**src/rtl/neg_unit_sched_pkg.sv**
```systemverilog
// ============================================================================
// neg_unit_sched_pkg
// Shared defaults and state encoding for the negate-unit scheduler.
// Revision: 1.0 - initial release
// ============================================================================
`default_nettype none

package neg_unit_sched_pkg;

  localparam int c_def_num_req = 4;
  localparam int c_def_data_w  = 16;
  localparam int c_def_timeout = 15;

  localparam logic [1:0] c_st_idle  = 2'd0;
  localparam logic [1:0] c_st_issue = 2'd1;
  localparam logic [1:0] c_st_wait  = 2'd2;
  localparam logic [1:0] c_st_resp  = 2'd3;

  typedef enum logic [1:0] {
    ST_IDLE  = c_st_idle,
    ST_ISSUE = c_st_issue,
    ST_WAIT  = c_st_wait,
    ST_RESP  = c_st_resp
  } state_t;

endpackage

`default_nettype wire

```
**src/rtl/neg_unit_sched_rr_arb.sv**
```systemverilog
// ============================================================================
// rr_arb
// Combinational round-robin picker: first set request at or above ptr, wrapping.
// Revision: 1.0 - initial release
// ============================================================================
`default_nettype none

module rr_arb #(
  parameter int NUM_REQ = 4,
  parameter int IDX_W   = 2
) (
  input  logic [NUM_REQ-1:0] req,
  input  logic [IDX_W-1:0]   ptr,
  output logic [NUM_REQ-1:0] grant,
  output logic [IDX_W-1:0]   idx,
  output logic               found
);

  always_comb begin
    int w_j;
    grant = '0;
    idx   = '0;
    found = 1'b0;
    w_j   = 0;
    for (int k = 0; k < NUM_REQ; k++) begin
      w_j = int'(ptr) + k;
      if (w_j >= NUM_REQ) begin
        w_j = w_j - NUM_REQ;
      end
      if (!found && req[w_j[IDX_W-1:0]]) begin
        found                  = 1'b1;
        grant[w_j[IDX_W-1:0]]  = 1'b1;
        idx                    = w_j[IDX_W-1:0];
      end
    end
  end

endmodule

`default_nettype wire

```
**src/rtl/neg_unit_sched.sv**
```systemverilog
// ============================================================================
// neg_unit_sched
// Round-robin scheduler sharing one FP16 negate unit among NUM_REQ requesters.
// Optional WAIT timeout enabled by macro NEG_UNIT_SCHED_TIMEOUT_EN.
// Revision: 1.0 - initial release
// ============================================================================
`default_nettype none

module neg_unit_sched
  import neg_unit_sched_pkg::*;
#(
  parameter int NUM_REQ = c_def_num_req,
  parameter int DATA_W  = c_def_data_w,
  parameter int TIMEOUT = c_def_timeout
) (
  input  logic                      clk,
  input  logic                      rst,
  input  logic [NUM_REQ-1:0]        req_valid,
  input  logic [NUM_REQ*DATA_W-1:0] req_data,
  output logic [NUM_REQ-1:0]        req_ready,
  output logic [NUM_REQ-1:0]        rsp_valid,
  input  logic [NUM_REQ-1:0]        rsp_ready,
  output logic [DATA_W-1:0]         rsp_data,
  output logic                      rsp_err,
  output logic [DATA_W-1:0]         unit_data,
  output logic                      unit_valid,
  input  logic [DATA_W-1:0]         unit_result,
  input  logic                      unit_complete
);

  localparam int c_idx_w = $clog2(NUM_REQ);

  if (NUM_REQ < 2 || NUM_REQ > 8 || TIMEOUT < 1) begin : g_bad_params
    $error("neg_unit_sched: unsupported NUM_REQ or TIMEOUT");
  end

  state_t               r_state;
  state_t               w_state_nxt;
  logic [c_idx_w-1:0]   r_ptr;
  logic [c_idx_w-1:0]   r_owner;
  logic [DATA_W-1:0]    r_unit_data;
  logic [DATA_W-1:0]    r_rsp_data;
  logic [NUM_REQ-1:0]   w_grant;
  logic [c_idx_w-1:0]   w_idx;
  logic                 w_found;
  logic                 w_owner_ready;
  logic                 w_timeout;

  rr_arb #(
    .NUM_REQ (NUM_REQ),
    .IDX_W   (c_idx_w)
  ) u_rr_arb (
    .req   (req_valid),
    .ptr   (r_ptr),
    .grant (w_grant),
    .idx   (w_idx),
    .found (w_found)
  );

  assign w_owner_ready = rsp_ready[r_owner];

`ifdef NEG_UNIT_SCHED_TIMEOUT_EN
  localparam int c_cnt_w = ($clog2(TIMEOUT + 1) > 4) ? $clog2(TIMEOUT + 1) : 4;

  logic [c_cnt_w-1:0] r_cnt;
  logic               r_rsp_err;

  assign w_timeout = (r_state == ST_WAIT) && (r_cnt == c_cnt_w'(TIMEOUT - 1));
  assign rsp_err   = r_rsp_err;

  // Complete has priority over an expiring count, so err only sets without it.
  always_ff @(posedge clk or posedge rst) begin
    if (rst) begin
      r_cnt     <= '0;
      r_rsp_err <= 1'b0;
    end else begin
      if (r_state == ST_ISSUE) begin
        r_cnt <= '0;
      end else if (r_state == ST_WAIT && !unit_complete) begin
        r_cnt <= r_cnt + c_cnt_w'(1);
      end
      if (r_state == ST_WAIT) begin
        if (unit_complete) begin
          r_rsp_err <= 1'b0;
        end else if (w_timeout) begin
          r_rsp_err <= 1'b1;
        end
      end
    end
  end
`else
  assign w_timeout = 1'b0;
  assign rsp_err   = 1'b0;
`endif

  always_ff @(posedge clk or posedge rst) begin
    if (rst) begin
      r_state <= ST_IDLE;
    end else begin
      r_state <= w_state_nxt;
    end
  end

  always_comb begin
    w_state_nxt = r_state;
    req_ready   = '0;
    rsp_valid   = '0;
    unit_valid  = 1'b0;
    case (r_state)
      ST_IDLE: begin
        if (w_found) begin
          req_ready   = w_grant;
          w_state_nxt = ST_ISSUE;
        end
      end
      ST_ISSUE: begin
        unit_valid  = 1'b1;
        w_state_nxt = ST_WAIT;
      end
      ST_WAIT: begin
        if (unit_complete || w_timeout) begin
          w_state_nxt = ST_RESP;
        end
      end
      ST_RESP: begin
        rsp_valid = NUM_REQ'(1) << r_owner;
        if (w_owner_ready) begin
          w_state_nxt = ST_IDLE;
        end
      end
      default: w_state_nxt = ST_IDLE;
    endcase
  end

  always_ff @(posedge clk or posedge rst) begin
    if (rst) begin
      r_ptr       <= '0;
      r_owner     <= '0;
      r_unit_data <= '0;
      r_rsp_data  <= '0;
    end else begin
      case (r_state)
        ST_IDLE: begin
          if (w_found) begin
            r_unit_data <= req_data[w_idx*DATA_W +: DATA_W];
            r_owner     <= w_idx;
          end
        end
        ST_WAIT: begin
          if (unit_complete) begin
            r_rsp_data <= unit_result;
          end else if (w_timeout) begin
            r_rsp_data <= '0;
          end
        end
        ST_RESP: begin
          if (w_owner_ready) begin
            r_ptr <= (r_owner == c_idx_w'(NUM_REQ - 1)) ? '0 : r_owner + c_idx_w'(1);
          end
        end
        default: ;
      endcase
    end
  end

  assign unit_data = r_unit_data;
  assign rsp_data  = r_rsp_data;

endmodule

`default_nettype wire

```
**config.mk**
```make
export PLATFORM = sky130hd
export DESIGN_NAME = neg_unit_sched
export DESIGN_NICKNAME = d
export VERILOG_FILES = /design/src/rtl/neg_unit_sched_pkg.sv /design/src/rtl/neg_unit_sched_rr_arb.sv /design/src/rtl/neg_unit_sched.sv
export SDC_FILE = /design/constraint.sdc
export NUM_CORES = 1
export LEC_CHECK = 0
export BUFFER_PORTS_ARGS = -buffer_cell sky130_fd_sc_hd__buf_2
export CORE_ASPECT_RATIO = 1.25
export CORE_MARGIN = 2
export CORE_UTILIZATION = 51
export DETAILED_ROUTE_END_ITERATION = 16
export PLACE_DENSITY = 0.87
export SLEW_MARGIN = 20
export SYNTH_ARGS = -nofsm -noshare
export SYNTH_HDL_FRONTEND = slang
export SYNTH_SLANG_ARGS = --single-unit
```
**constraint.sdc**
```tcl
create_clock -name clk -period 5.8 [get_ports clk]
set_clock_uncertainty 0.05 [all_clocks]
set_input_delay 0.58 -clock clk [delete_from_list [all_inputs] [get_ports clk]]
set_output_delay 0.58 -clock clk [all_outputs]
set_load 0.01 [all_outputs]
```
==> results.yml, run 1 <==
synth:
  ys_ff_latch: 38
  ys_types: 43
  syn_inst: 304
  synthArstFlopShare_pct: 100
  synth_area_mm2: 0.00281
  avgSynthCellArea_um2: 9.25
  ys_warn_count: 0
  ys.flop_type: "dfrtp_1"
  syn-num-nets: 410
  synth_edf_count: 0
  synth_seq_area_share_pct: 33.8
pwr:
  pwr-share-comb_pct: 60.9
  power.total_mw: 1.92
  power_density_mw_per_mm2: 540
  pwr-share-seq_pct: 26.8
  sw_frac_of_total_pct: 45.7
  p_leak_nw: 1.73
  p_switching_uw: 878
  peakVddDrop_v: 0.000250
  pwr-share-clk_pct: 12.3
  p_int_mw: 1.04
finish:
  syn_to_final_growth_pct: 26.5
  drive_gt1_share_pct: 40.0
  final_cell_mix: "buf_2, dfrtp_1, nor2_1"
  fillers: 417
  final_common_cell: "buf_2"
  antenna_cells: 0
  finalInstanceArea_mm2: 0.00356
  num-nets-final: 529
die:
  num_io_pins: 133
  die_h_um: 87.0
  die-area_mm2: 0.00613
  initial_core_util_pct: 52.4
  die_w_um: 70.4
  rows: 30
  coreArea_mm2: 0.00537
worst_setup_path:
  path_buf_inv: 2
  crit_arrival_ns: 3.66
  critical_path_class: "reg2out"
  crit_family: "flip-flops"
  cp_max_fo: 33
  crit_path_top_delay_cell: "dfrtp_1"
  path_cells: "inv_1, ha_1, nor3_1, o21ai_0, o31ai_1, a21boi_0, a221oi_1, nor2_1, buf_2"
  crit_path_end_kind: "primary output"
  cpPeakStageDelay_ns: 1.06
  critical_path_required_ns: 5.17
  setup.worst_path.start_class: "register"
clock_tree:
  ctsHoldBuffers: 0
  cts_root_buf: "clkbuf_8"
  cts_resized: 0
  numCtsBuffers: 5
  cts_num_sinks: 38
  cts_tree: "done"
  cts.htree.levels: 2
  postCtsSetupRepairBufs: 0
  clockBufferDepth: 2
  clock_latency_ns: 0.30
  path_clk_slew_ns: 0.07
drt:
  wire_per_inst_um: 16.5
  drt_first_pass_iters: 7
  ant_nets: 0
  drc: 0
  vias: 2933
  drt_wl_total_mm: 8.04
  vias_per_cell: 6.02
  drt_iter0_drc: 244
timing:
  finalWorstSetupSlack_ns: 1.51
  tightest_slew_ns: 1.08
  finalCritPeriodShare_pct: 74.0
  slew_headroom_pct: 27.7
  fmax_mhz: 233
  setup_viol: 0
  period_minus_slack_ns: 4.29
  report.final.slew_viol_count: 0
  hold_viol: 0
  hold_slack_ns: 0.350
  finalSetupTns_ns: 0
  grt_setup_unrepaired: "false"
grt:
  grt_pass1_wl_mm: 12.5
  antenna_found_initial: 0
  grt_start_max_net_pins: 39
  first_global_vias: 2829
  grtUsageTotal_pct: 25.2
  grt_overflow_total: 0
place:
  dpl_cell_area_mm2: 0.00345
  hpwl_mm: 5.95
  pre_cts_ws_ns: 1.70
  routabilityCongestion: 0.853
  numPortBuffers: 131
worst_hold_path:
  hold_class: "in2async"
flow_run:
  cap_violations: 0
outcome:
  status: "completed"
[kinds of logic after synthesis]
family                   synth area share (%)
AO/OA/AOI/OAI                            21.0
adder cells (fa/ha/maj)                  6.67
buffers and inverters                    5.78
flip-flops                               33.8
multiplexers                             15.8
other                                   0.133
AND/OR/NAND/NOR                          16.8
[sequential cells by signal (all words and copies together), names as in the netlist]
signal	flops
r_state	2
rsp_data	16
unit_data	16
r_ptr	2
r_owner	2
[path summary, 6_finish.rpt]
path                                end  cells after the start   startpoint  slack [ns]
setup / recovery           req_ready[1]                      9     r_ptr[0]        1.51
hold / removal             rsp_data[12]                      3          rst        0.35
setup reg to reg           unit_data[0]                      9     r_ptr[0]        1.59
hold reg to reg             rsp_data[3]                      1  rsp_data[3]        0.45
max in group asynchronous  unit_data[6]                      3          rst        4.99
min in group clk            rsp_data[3]                      1  rsp_data[3]        0.45
[Yosys cell counts, types with 2 or more instances]
master / count / area (um2)
dfrtp_1: 38 / 951
nor2_1: 32 / 120
nand2_1: 26 / 97.6
mux2_2: 19 / 214
nor3_1: 18 / 90.1
ha_1: 15 / 188
mux2i_1: 14 / 140
a21oi_1: 11 / 55.1
o21ai_0: 11 / 55.1
o21ai_1: 11 / 55.1
clkbuf_1: 10 / 37.5
inv_1: 10 / 37.5
o211ai_1: 9 / 67.6
o221ai_1: 8 / 70.1
buf_2: 7 / 35.0
o31a_1: 7 / 61.3
a221oi_1: 5 / 43.8
a22oi_1: 5 / 37.5
nand3_1: 5 / 25.0
a2111o_1: 4 / 45.0
and2_1: 4 / 25.0
buf_6: 4 / 45.0
mux4_2: 4 / 90.1
nor2b_1: 4 / 25.0
a21o_1: 3 / 22.5
nand2b_1: 2 / 12.5
o31ai_1: 2 / 15.0
[power groups by stage]
stage          clock network [mW]  registers, mW  logic [mW]
4_1_cts                     0.236          0.514        1.17
5_1_grt                     0.245          0.535        1.28
6_report                    0.236          0.515        1.17
3_3_place_gp                    0          0.508        1.12
3_5_place_dp                    0          0.518        1.16
2_1_floorplan                   0          0.541       0.827
[worst register-to-register path: cells and delay by family, from the launching register on]
kind,cells,cell delay (ns)
adder cells (fa/ha/maj),1,0.51
flip-flops,1,1.06
multiplexers,1,0.29
AO/OA/AOI/OAI,3,1.08
AND/OR/NAND/NOR,2,0.51
buffers and inverters,2,0.62
[per-stage QoR]
stage / cells / utilization (%)
floorplan: 304 / -
global placement: 480 / 64.2
detailed placement: 480 / 64.2
CTS: 487 / 66.3
global route: 487 / 66.3
finish: 487 / 66.3
[metal layers]
metal  GRT usage (%)  wire (um)  vias to the layer above  share of wire [%]
met5               0          0                        -                  0
met4            11.2        274                        0                3.4
met3            3.82        602                       40                7.5
met2            43.8       4040                      181                 50
met1            30.9       3130                     1365                 39
li1                -          -                     1347                  -
[layout make-up]
cell class / instances / area, um2 / area share, %
Tap cell: 64 / 80.1 / 2.25
Clock inverter: 1 / 30.0 / 0.844
Inverter: 10 / 37.5 / 1.05
Clock buffer: 6 / 82.6 / 2.32
Multi-Input combinational cell: 234 / 1700 / 47.7
Timing Repair Buffer: 134 / 678 / 19.1
Sequential cell: 38 / 951 / 26.7
Note: power is estimated with default switching activity, not from simulation.
==> run 2, diff against run 1 <==
--- a/config.mk
+++ b/config.mk
@@ -5,12 +5,13 @@
 export SDC_FILE = /design/constraint.sdc
 export NUM_CORES = 1
 export LEC_CHECK = 0
+export ABC_AREA = 1
 export BUFFER_PORTS_ARGS = -buffer_cell sky130_fd_sc_hd__buf_2
 export CORE_ASPECT_RATIO = 1.25
 export CORE_MARGIN = 2
-export CORE_UTILIZATION = 51
+export CORE_UTILIZATION = 42
 export DETAILED_ROUTE_END_ITERATION = 16
-export PLACE_DENSITY = 0.87
+export PLACE_DENSITY = 0.77
 export SLEW_MARGIN = 20
 export SYNTH_ARGS = -nofsm -noshare
 export SYNTH_HDL_FRONTEND = slang
==> constraint.sdc (replaced) <==
create_clock -name clk -period 3.5 [get_ports clk]
set_clock_uncertainty 0.05 [all_clocks]
set_input_delay 0.35 -clock clk [delete_from_list [all_inputs] [get_ports clk]]
set_output_delay 0.35 -clock clk [all_outputs]
set_load 0.01 [all_outputs]
==> run 2 against run 1 <==
Clock power grew 33%; combinational power grew 110%; global-route usage shrank 6.4 points; sequential cell count is the same; critical path depth grew 3; sequential power grew 60%; count of clock-buffer cells in the layout is the same; core utilization shrank 12 points; die area grew 18%; critical path type is now reg2reg; largest cell class unchanged.
==> results.yml, run 2 <==
worst_setup_path:
  setup.worst_path.start_class: "register"
  crit_path_frequent_cell: "nand3_1"
  critical_path_class: "reg2reg"
  crit_path_end_kind: "register"
  path_buf_inv: 2
  crit_family: "simple AND/OR/NAND/NOR gates"
  cpPeakStageDelay_ns: 0.52
  rrSetupSlack_ns: 0.58
  critical_path_required_ns: 3.61
  crit_arrival_ns: 3.03
  path_cells: "inv_2, ha_1, inv_1, nand3_1, nand2_2, nand4_1, nand2_1, nand2_2, nand2_4, or2_2, nand3_1, nand3_1"
  crit_path_top_delay_cell: "dfrtp_1"
  r2r_start: "r_ptr[0]"
  reg2reg_to: "unit_data[13]"
  cp_max_fo: 55
  r2r_cells: 12
  worstSetupPathDepth: 12
synth:
  synth_fa_ha_area_share_pct: 6.80
  synth_area_mm2: 0.00276
  syn_inst: 373
  synth_top_family_by_area: "simple AND/OR/NAND/NOR gates"
  synth_seq_area_share_pct: 34.4
  synth_edf_count: 0
  ys_warn_count: 0
  netlist.top_cell.by_area: "dfrtp_1"
  avgSynthCellArea_um2: 7.40
  synthXorXnorAreaFrac_pct: 0
  synthArstFlopShare_pct: 100
  syn-num-nets: 479
  ys_ff_latch: 38
  yosysTopAreaCellShare_pct: 34.4
  synth_compound_area_share_pct: 8.16
  ys.flop_type: "dfrtp_1"
  yosys-top-cells-count: "nand2_1, inv_1, nand3_1, dfrtp_1, mux2_2"
  synth_area_leaders: "dfrtp_1, nand2_1, inv_1"
  ys_types: 34
  synth_simple_gate_area_share_pct: 30.9
  synth.most_common_cell: "nand2_1"
  synth_mux_area_share_pct: 6.52
finish:
  drive_gt1_share_pct: 35.9
  antenna_cells: 0
  num-nets-final: 606
  instances_no_fill: 588
  final_cell_mix: "buf_2, nand2_1, inv_1"
  final_common_cell: "buf_2"
  multi_input_area_mm2: 0.00145
  syn_to_final_growth_pct: 28.5
  fillers: 631
  regArea_um2: 951
drt:
  drt_first_pass_iters: 4
  vias: 2837
  drt_wl_total_mm: 7.08
  drt_iter0_drc: 106
  drc: 0
  vias_per_cell: 4.82
  ant_nets: 0
  wire_per_inst_um: 12.0
timing:
  report.final.slew_viol_count: 0
  finalSetupTns_ns: 0
  grt_setup_unrepaired: "false"
  fmax_mhz: 343
  tightest_slew_ns: 0.714
  hold_viol: 0
  slew_headroom_pct: 52.3
  hold_slack_ns: 0.131
  setup_viol: 0
  finalCritPeriodShare_pct: 83.4
  period_minus_slack_ns: 2.92
place:
  hpwl_mm: 5.60
  numPortBuffers: 131
  routabilityCongestion: 0.820
  dp.cells: 580
clock_tree:
  cts_tree: "done"
  postCtsSetupRepairBufs: 0
  path_clk_slew_ns: 0.08
  ctsHoldBuffers: 0
  cts_resized: 0
  clockBufferDepth: 2
  numCtsBuffers: 5
  cts_num_sinks: 38
  cts.htree.levels: 2
  clock_latency_ns: 0.28
  cts_root_buf: "clkbuf_8"
grt:
  grt_start_max_net_pins: 56
  grt_overflow_total: 0
  first_global_vias: 2733
  grt_pass1_wl_mm: 11.2
  grtUsageTotal_pct: 18.8
  antenna_found_initial: 0
die:
  die_w_um: 76.5
  initial_core_util_pct: 42.6
  coreArea_mm2: 0.00648
  rows: 33
  die_h_um: 94.7
  die-area_mm2: 0.00724
  num_io_pins: 133
pwr:
  power.total_mw: 3.55
  peakVddDrop_v: 0.000524
  power_density_mw_per_mm2: 1000
  p_leak_nw: 2.10
worst_hold_path:
  hold_class: "in2async"
flow_run:
  cap_violations: 0
outcome:
  status: "completed"
-- run 2: changes by cell type after synthesis, sizes merged, moves of 10 or more --
| cell | before | now |
|---|---|---|
| o21ai | 22 | 12 |
| nor2 | 34 | 11 |
| nand3 | 5 | 54 |
| inv | 10 | 71 |
| nand2 | 26 | 104 |
| nor3 | 19 | 1 |
| mux2i | 14 | 0 |
| or2 | 0 | 11 |
-- run 2: logic make-up after synthesis --
| kind of cell | count (synthesis) |
|---|---|
| adders and majority gates | 15 |
| DFF | 38 |
| muxes | 16 |
| buffers and inverters | 85 |
| AOI/OAI and AO/OA | 36 |
| and+or+nand+nor | 182 |
| other | 1 |
-- run 2: worst reg2reg max path: stages (launching register included) --
cell,delay (ns)
dfrtp_1,0.52
inv_2,0.18
ha_1,0.38
inv_1,0.09
nand3_1,0.15
nand2_2,0.12
nand4_1,0.14
nand2_1,0.08
nand2_2,0.21
nand2_4,0.33
or2_2,0.40
nand3_1,0.08
nand3_1,0.08
-- run 2: how the worst max path moves through the flow --
stage          slack, ns             to     start
6_report            0.58  unit_data[13]  r_ptr[0]
5_1_grt             0.30  unit_data[14]  r_ptr[0]
4_1_cts             0.57   unit_data[2]  r_ptr[0]
3_5_place_dp        0.57  unit_data[13]  r_ptr[0]
3_3_place_gp        0.70  unit_data[12]  r_ptr[0]
2_1_floorplan       1.23   unit_data[0]  r_ptr[0]
-- run 2: layout make-up --
type	instances	share of cell area, %
clock inverter	2	0.352
sequential	38	26.8
timing repair buffer	133	18.9
clock buffer	6	2.33
multi-input combinational	250	40.9
inverter	72	7.68
tap	87	3.07
-- run 2: metal layers --
metal | up-vias | global-route usage (%) | share of wire, %
met2 | 93 | 37.9 | 55
met4 | 0 | 5.00 | 0.92
met3 | 10 | 2.87 | 4.8
li1 | 1424 | - | -
met5 | - | 0 | 0
met1 | 1310 | 20.2 | 39
-- run 2: report_power, final --
| part | total, mW | internal (mW) | switching (mW) |
|---|---|---|---|
| logic | 2.42 | 0.884 | 1.53 |
| registers | 0.822 | 0.673 | 0.148 |
| clock network | 0.313 | 0.158 | 0.155 |
-- run 2: per-stage QoR --
stage                     worst slack [ns]  utilization, %  area [um2]
after floorplan                       1.23               -        2760
after global placement               0.695            53.3        3450
after detailed placement             0.574            53.3        3450
after CTS                            0.574            54.8        3550
after global routing                 0.302            54.8        3550
final                                0.583            54.8        3550
